===== config.mk =====
export PLATFORM = sky130hd
export DESIGN_NAME = ecc_lockstep_fault_mon
export DESIGN_NICKNAME = d
export VERILOG_FILES = /design/src/rtl/ecc_lockstep_fault_mon.sv
export SDC_FILE = /design/constraint.sdc
export NUM_CORES = 1
export LEC_CHECK = 0
export CORE_UTILIZATION = 60
export DETAILED_ROUTE_END_ITERATION = 10
export DONT_BUFFER_PORTS = 1
export PLACE_DENSITY = 0.76
export SYNTH_ARGS = -nofsm -noshare
export SYNTH_HDL_FRONTEND = slang
export SYNTH_HIERARCHICAL = 1
export SYNTH_SLANG_ARGS = --single-unit

===== constraint.sdc =====
create_clock -name clk -period 7.05 [get_ports clk]
set_input_delay 1.41 -clock clk [delete_from_list [all_inputs] [get_ports clk]]
set_output_delay 1.41 -clock clk [all_outputs]
set_load 0.02 [all_outputs]

===== src/rtl/ecc_lockstep_fault_mon.sv =====
// ecc_lockstep_fault_mon: lockstep SECDED fault monitor on the FIFO read path.
// Two identical SECDED decoders check every beat; any disagreement in their
// {sbit, dbit, mask} results is a lockstep fault. Beats flow through a
// single valid/ready register stage with saturating statistics and a
// sticky health FSM (NORMAL -> SUSPECT -> FAILED).
// Optional build macro ECC_FAULT_INJ_EN adds the inj_req port, which forces
// a decoder-1 mask disagreement on the next accepted beat.
//
// Code layout: Hamming positions 1..DATA_WIDTH+PARITY_WIDTH-1, check bits at
// the power-of-two positions (parity[i] at position 2^i), data bits fill the
// remaining positions in ascending order. parity[PARITY_WIDTH-1] is the
// overall parity of all data and Hamming check bits.

module ecc_106_cal #(
   parameter int DATA_WIDTH   = 106,
   parameter int PARITY_WIDTH = 8
) (
   input  logic [DATA_WIDTH-1:0]   i_data,
   input  logic [PARITY_WIDTH-1:0] i_parity,
   input  logic                    i_bypass,
   output logic                    o_sbit,
   output logic                    o_dbit,
   output logic [DATA_WIDTH-1:0]   o_mask
);

   localparam int CHK_W = PARITY_WIDTH - 1;
   localparam int N_POS = DATA_WIDTH + CHK_W;

   // Codeword position of data bit j (skips the power-of-two check positions).
   function automatic int pos_of(input int j);
      int r;
      int c;
      r = 0;
      c = 0;
      for (int q = 1; q <= N_POS; q++) begin
         if ((q & (q - 1)) != 0) begin
            if (c == j) r = q;
            c++;
         end
      end
      return r;
   endfunction

   logic [CHK_W-1:0]      w_pos [DATA_WIDTH];
   logic [CHK_W-1:0]      w_syn;
   logic                  w_ovr;
   logic [DATA_WIDTH-1:0] w_flip;

   for (genvar j = 0; j < DATA_WIDTH; j++) begin : g_pos
      localparam logic [CHK_W-1:0] P = CHK_W'(pos_of(j));
      assign w_pos[j] = P;
   end

   // Syndrome, overall parity and the single-bit correction mask.
   always_comb begin
      w_syn  = i_parity[CHK_W-1:0];
      w_ovr  = (^i_data) ^ (^i_parity);
      w_flip = '0;
      for (int j = 0; j < DATA_WIDTH; j++) begin
         for (int i = 0; i < CHK_W; i++) begin
            if (w_pos[j][i]) w_syn[i] = w_syn[i] ^ i_data[j];
         end
      end
      for (int j = 0; j < DATA_WIDTH; j++) begin
         w_flip[j] = w_ovr && (w_syn == w_pos[j]);
      end
   end

   assign o_sbit = w_ovr;
   assign o_dbit = ~w_ovr & (w_syn != '0);
   assign o_mask = i_bypass ? '0 : w_flip;

endmodule

module ecc_lockstep_fault_mon #(
   parameter int DATA_WIDTH   = 106,
   parameter int PARITY_WIDTH = 8,
   parameter int CNT_WIDTH    = 8,
   parameter int FAULT_THRESH = 4
) (
   input  logic                    clk,
   input  logic                    rst,
   input  logic                    ecc_fault_detc_en,
   input  logic                    bypass,
   input  logic                    in_vld,
   output logic                    in_rdy,
   input  logic [DATA_WIDTH-1:0]   data_in,
   input  logic [PARITY_WIDTH-1:0] parity_in,
   output logic                    out_vld,
   input  logic                    out_rdy,
   output logic [DATA_WIDTH-1:0]   data_out,
   output logic                    sbit_err,
   output logic                    dbit_err,
   output logic                    ecc_fault,
   output logic                    fail_flag,
   output logic [CNT_WIDTH-1:0]    sbit_cnt,
   output logic [CNT_WIDTH-1:0]    dbit_cnt,
   output logic [CNT_WIDTH-1:0]    fault_cnt,
   input  logic                    clr_cnt,
   input  logic                    fail_clr
`ifdef ECC_FAULT_INJ_EN
   ,
   input  logic                    inj_req
`endif
);

   localparam logic [1:0] ST_NORMAL  = 2'd0;
   localparam logic [1:0] ST_SUSPECT = 2'd1;
   localparam logic [1:0] ST_FAILED  = 2'd2;
   localparam logic [7:0] THRESH8    = 8'(FAULT_THRESH);

   function automatic logic [CNT_WIDTH-1:0] sat_inc(input logic [CNT_WIDTH-1:0] c);
      return (&c) ? c : c + CNT_WIDTH'(1);
   endfunction

   logic                  w_acc;
   logic                  w_in_rdy;
   logic                  w_mis;
   logic                  w_sbit0, w_dbit0, w_sbit1, w_dbit1;
   logic [DATA_WIDTH-1:0] w_mask0, w_mask1, w_mask1_c;

   logic                  r_out_vld;
   logic [DATA_WIDTH-1:0] r_data_out;
   logic                  r_sbit, r_dbit, r_fault;
   logic [CNT_WIDTH-1:0]  r_sbit_cnt, r_dbit_cnt, r_fault_cnt;
   logic [1:0]            r_state;
   logic [7:0]            r_consec;

   ecc_106_cal #(.DATA_WIDTH(DATA_WIDTH), .PARITY_WIDTH(PARITY_WIDTH)) u_dec0 (
      .i_data(data_in), .i_parity(parity_in), .i_bypass(bypass),
      .o_sbit(w_sbit0), .o_dbit(w_dbit0), .o_mask(w_mask0)
   );

   ecc_106_cal #(.DATA_WIDTH(DATA_WIDTH), .PARITY_WIDTH(PARITY_WIDTH)) u_dec1 (
      .i_data(data_in), .i_parity(parity_in), .i_bypass(bypass),
      .o_sbit(w_sbit1), .o_dbit(w_dbit1), .o_mask(w_mask1)
   );

`ifdef ECC_FAULT_INJ_EN
   logic r_inj_pend;

   // Arm on inj_req; the pending request is consumed by the next accepted beat.
   always_ff @(posedge clk) begin
      if (rst) r_inj_pend <= 1'b0;
      else     r_inj_pend <= inj_req | (r_inj_pend & ~w_acc);
   end

   assign w_mask1_c = w_mask1 ^ {{(DATA_WIDTH-1){1'b0}}, r_inj_pend};
`else
   assign w_mask1_c = w_mask1;
`endif

   assign w_in_rdy = ~r_out_vld | out_rdy;
   assign w_acc    = in_vld & w_in_rdy;
   assign w_mis    = ecc_fault_detc_en &
                     ({w_sbit0, w_dbit0, w_mask0} != {w_sbit1, w_dbit1, w_mask1_c});

   // Output stage: load on accept, drain on consumer take, hold on stall.
   always_ff @(posedge clk) begin
      if (rst) begin
         r_out_vld  <= 1'b0;
         r_data_out <= '0;
         r_sbit     <= 1'b0;
         r_dbit     <= 1'b0;
         r_fault    <= 1'b0;
      end else if (w_acc) begin
         r_out_vld  <= 1'b1;
         r_data_out <= (w_mis || (r_state == ST_FAILED)) ? data_in : (data_in ^ w_mask0);
         r_sbit     <= w_sbit0;
         r_dbit     <= w_dbit0;
         r_fault    <= w_mis;
      end else if (out_rdy) begin
         r_out_vld  <= 1'b0;
      end
   end

   // Saturating statistics; clear beats a same-cycle increment.
   always_ff @(posedge clk) begin
      if (rst || clr_cnt) begin
         r_sbit_cnt  <= '0;
         r_dbit_cnt  <= '0;
         r_fault_cnt <= '0;
      end else if (w_acc) begin
         if (w_sbit0) r_sbit_cnt  <= sat_inc(r_sbit_cnt);
         if (w_dbit0) r_dbit_cnt  <= sat_inc(r_dbit_cnt);
         if (w_mis)   r_fault_cnt <= sat_inc(r_fault_cnt);
      end
   end

   // Lockstep health FSM: consecutive mismatching beats escalate to sticky FAILED.
   always_ff @(posedge clk) begin
      if (rst || fail_clr) begin
         r_state  <= ST_NORMAL;
         r_consec <= 8'd0;
      end else begin
         case (r_state)
            ST_NORMAL: begin
               if (w_acc && w_mis) begin
                  r_consec <= 8'd1;
                  r_state  <= (THRESH8 <= 8'd1) ? ST_FAILED : ST_SUSPECT;
               end
            end
            ST_SUSPECT: begin
               if (w_acc && w_mis) begin
                  r_consec <= r_consec + 8'd1;
                  if ((r_consec + 8'd1) >= THRESH8) r_state <= ST_FAILED;
               end else if (w_acc) begin
                  r_consec <= 8'd0;
                  r_state  <= ST_NORMAL;
               end
            end
            ST_FAILED: begin
               r_state <= ST_FAILED;
            end
            default: begin
               r_state  <= ST_NORMAL;
               r_consec <= 8'd0;
            end
         endcase
      end
   end

   assign in_rdy    = w_in_rdy;
   assign out_vld   = r_out_vld;
   assign data_out  = r_data_out;
   assign sbit_err  = r_sbit;
   assign dbit_err  = r_dbit;
   assign ecc_fault = r_fault;
   assign fail_flag = (r_state == ST_FAILED);
   assign sbit_cnt  = r_sbit_cnt;
   assign dbit_cnt  = r_dbit_cnt;
   assign fault_cnt = r_fault_cnt;

endmodule

==> out/qor.json <==
{
  "place_hpwl": {"value": 45.4, "unit": "mm"},
  "period_needed": {"value": 6.61, "unit": "ns"},
  "clk_path_buf_depth": {"value": 2},
  "grt_first_pass_wirelength": {"value": 84.8, "unit": "mm"},
  "min-delay-path-class": {"value": "flip-flop to flip-flop"},
  "cp_data_required_time": {"value": 7.31, "unit": "ns"},
  "worst-endpoint-arrival": {"value": 6.87, "unit": "ns"},
  "dr.pass1.iters": {"value": 5},
  "status": {"value": "completed"},
  "worstSetupEndpointType": {"value": "flip-flop"},
  "via_count": {"value": 14287},
  "final_cell_area_excluding_filler_cells": {"value": 0.0169, "unit": "mm2"},
  "yosys_warnings": {"value": 6},
  "final_cell_mix": {"value": "sky130_fd_sc_hd__xnor2_1, sky130_fd_sc_hd__nor3_1, sky130_fd_sc_hd__dfxtp_1"},
  "startpoint_type": {"value": "primary input"},
  "post_dp_cell_area": {"value": 0.0163, "unit": "mm2"},
  "cts_hold_repair.buffers": {"value": 0},
  "cts.sinks": {"value": 144},
  "syn_inst": {"value": 1792},
  "gp_routability_congestion": {"value": 1.05},
  "globalRouteOverflowTotal": {"value": 0},
  "die-area": {"value": 0.0262, "unit": "mm2"},
  "post-synth-top-area-cell": {"value": "sky130_fd_sc_hd__xnor2_1"},
  "clock_tree.htree_level_count": {"value": 4},
  "initial_core_util": {"value": 61.0, "unit": "%"},
  "wl_met3": {"value": 7.53, "unit": "mm"},
  "floorplan.die.width": {"value": 162, "unit": "um"},
  "port_buffers": {"value": 0},
  "timing.max_slew.rel_slack": {"value": 18.0, "unit": "%"},
  "cts_setup_buffers": {"value": 0},
  "final.hold.worst_slack": {"value": 0.561, "unit": "ns"},
  "top_cells_by_area_in_the_synthesized_netlist": {"value": "sky130_fd_sc_hd__xnor2_1, sky130_fd_sc_hd__dfxtp_1, sky130_fd_sc_hd__xnor3_1, sky130_fd_sc_hd__a21o_1, sky130_fd_sc_hd__nor3_1"},
  "detailed_route_iter0_violations": {"value": 1853},
  "yosys.area.top_type_share": {"value": 20.5, "unit": "%"},
  "path_class": {"value": "primary input to flip-flop"},
  "cts_resized": {"value": 0},
  "synthesis.area_per_instance": {"value": 8.55, "unit": "um2"},
  "routed_wl": {"value": 58.8, "unit": "mm"},
  "yosys_register_bits": {"value": 144},
  "route.detailed.drc": {"value": 0},
  "fp.coreArea": {"value": 0.0251, "unit": "mm2"},
  "postSynth.topFlopCell": {"value": "sky130_fd_sc_hd__dfxtp_1"},
  "hold_violations": {"value": 0},
  "cts_tree": {"value": "built"},
  "detailroute.wirelength.met2": {"value": 24.8, "unit": "mm"},
  "master_cell_of_the_clock_root_buffer": {"value": "sky130_fd_sc_hd__clkbuf_16"},
  "critical_path.max_fanout": {"value": 26},
  "rsz0062_at_grt": {"value": "no"},
  "grt_util_all_layers": {"value": 44.3, "unit": "%"},
  "std_cell_rows": {"value": 58},
  "worst_slew_pin_slew": {"value": 1.23, "unit": "ns"},
  "antenna_found_initial": {"value": 1},
  "skew": {"value": 0.0150, "unit": "ns"},
  "synth_async_sr_flop_share": {"value": 0, "unit": "%"},
  "most_common_cell_after_layout_fill_and_taps_aside": {"value": "sky130_fd_sc_hd__xnor2_1"},
  "final.setup.tns": {"value": 0, "unit": "ns"},
  "layout_fillers": {"value": 2107},
  "m1WireLength": {"value": 22.6, "unit": "mm"},
  "final_net_count": {"value": 1945},
  "synth_enable_flop_cells": {"value": 0},
  "post_synth_instance_area": {"value": 0.0153, "unit": "mm2"},
  "route.antenna.remaining_nets": {"value": 0},
  "die_height": {"value": 162, "unit": "um"},
  "pre_cts_slack": {"value": 0.160, "unit": "ns"},
  "clk_pin_slew_worst_paths": {"value": 0.07, "unit": "ns"},
  "flow.area_growth_from_synthesis": {"value": 10.5, "unit": "%"},
  "uppermost_layer_routed": {"value": "met4"},
  "grt_start_max_net_pins": {"value": 111},
  "worstSkewPairLatency": {"value": 0.43, "unit": "ns"},
  "max_cap_violations": {"value": 0},
  "post_synth_num_cell_types": {"value": 60},
  "ys_seq_area_share": {"value": 18.8, "unit": "%"},
  "first_global_vias": {"value": 13389},
  "finalMaxSlewViolations": {"value": 0},
  "synth_fp_nets": {"value": 1919},
  "final_min_period_over_clock_period": {"value": 93.8, "unit": "%"},
  "routedWlPerCell": {"value": 27.2, "unit": "um"},
  "fmaxAchievable": {"value": 0.151, "unit": "GHz"},
  "timing.final.setup_violations": {"value": 0},
  "final_layout_size_suffix_gt1_share": {"value": 14.1, "unit": "%"},
  "setup_ws": {"value": 0.439, "unit": "ns"},
  "cts_made_buffers": {"value": 17},
  "avgViaCountPerCell": {"value": 6.61},
  "num_io_pins": {"value": 258}
}
==> cell usage after synthesis, types with 7 or more instances <==
cell type	instances
sky130_fd_sc_hd__nand4_1	50
sky130_fd_sc_hd__nor3_2	66
sky130_fd_sc_hd__nor3_1	148
sky130_fd_sc_hd__xnor3_1	72
sky130_fd_sc_hd__inv_1	111
sky130_fd_sc_hd__dfxtp_1	144
sky130_fd_sc_hd__a21o_1	109
sky130_fd_sc_hd__or4_1	21
sky130_fd_sc_hd__nand3_1	121
sky130_fd_sc_hd__a31oi_1	109
sky130_fd_sc_hd__nor2_1	26
sky130_fd_sc_hd__xor3_1	10
sky130_fd_sc_hd__nor4_1	9
sky130_fd_sc_hd__and3_1	7
sky130_fd_sc_hd__xnor2_1	358
sky130_fd_sc_hd__nand2_1	24
sky130_fd_sc_hd__clkbuf_1	79
sky130_fd_sc_hd__buf_6	8
sky130_fd_sc_hd__nand4b_1	9
sky130_fd_sc_hd__o21ai_0	112
sky130_fd_sc_hd__xor2_1	73
sky130_fd_sc_hd__a21oi_1	13
sky130_fd_sc_hd__buf_2	29
sky130_fd_sc_hd__buf_4	7
==> flip-flops by register name, indices dropped and copies added, names as in the netlist <==
name	flops
ecc_fault	1
out_vld	1
r_state	2
sbit_err	1
sbit_cnt	8
r_consec	8
dbit_err	1
data_out	106
fault_cnt	8
dbit_cnt	8
==> metrics by stage <==
| stage | cells | utilization, % |
|---|---|---|
| 3_3_place_gp | 2129 | 64.9 |
| 4_1_cts | 2161 | 67.4 |
| 3_5_place_dp | 2129 | 64.9 |
| 6_report | 2162 | 67.4 |
| 2_1_floorplan | 1792 | - |
| 5_1_grt | 2161 | 67.4 |
==> final cells by class <==
type | count | area [um2] | share of cell area [%]
diodes | 1 | 2.50 | 0.0148
clock buffers | 17 | 425 | 2.51
repair buffers | 134 | 1140 | 6.76
multi-input cells | 1410 | 11400 | 67.6
inverters | 111 | 417 | 2.46
flip-flops and latches | 144 | 2880 | 17.0
well taps | 330 | 413 | 2.44
clock inverters | 15 | 199 | 1.18
==> logic make-up (layout without fill, tap and decap cells) <==
logic type | count (synthesis) | count (layout) | share of synthesized area [%]
other cells | 0 | 1 | 0
xor+xnor | 525 | 525 | 38.6
mux | 2 | 2 | 0.131
compound gates | 369 | 369 | 15.3
simple gates | 509 | 509 | 20.1
buf+inv | 238 | 277 | 6.63
flops | 144 | 144 | 18.8
fa+ha+maj | 5 | 5 | 0.408
==> critical path, stage by stage <==
cell and delay, ns:
sky130_fd_sc_hd__xnor3_1 0.44, sky130_fd_sc_hd__xnor3_1 0.47, sky130_fd_sc_hd__xnor2_1 0.32, sky130_fd_sc_hd__xnor3_2 0.42
sky130_fd_sc_hd__xnor3_1 0.59, sky130_fd_sc_hd__or4_1 0.89, sky130_fd_sc_hd__nor3_1 0.63, sky130_fd_sc_hd__xnor2_1 0.22
sky130_fd_sc_hd__nand4_1 0.11, sky130_fd_sc_hd__nor4_1 0.33, sky130_fd_sc_hd__nand4b_1 0.20, sky130_fd_sc_hd__o22ai_4 0.16
sky130_fd_sc_hd__buf_12 0.24, sky130_fd_sc_hd__buf_12 0.19, sky130_fd_sc_hd__a21o_1 0.13, sky130_fd_sc_hd__a31oi_1 0.08
==> path summary, 6_finish.rpt <==
kind | start | to | slack (ns) | cells past startpoint
worst max-delay path | data_in[84] | data_out[89] | 0.44 | 16
worst min-delay path | dbit_err | dbit_err | 0.56 | 2
worst max register to register | out_vld | data_out[76] | 4.10 | 5
worst min register to register | dbit_err | dbit_err | 0.56 | 2
==> layer usage <==
| layer | vias to the layer above | global-route usage (%) |
|---|---|---|
| met5 | - | 0 |
| met4 | 0 | 28.0 |
| met3 | 162 | 13.8 |
| met2 | 874 | 65.3 |
| met1 | 6839 | 55.9 |
| li1 | 6412 | - |
Power is not shown: default switching activity piles up to over one toggle a cycle in this logic, so the estimate is an artifact.
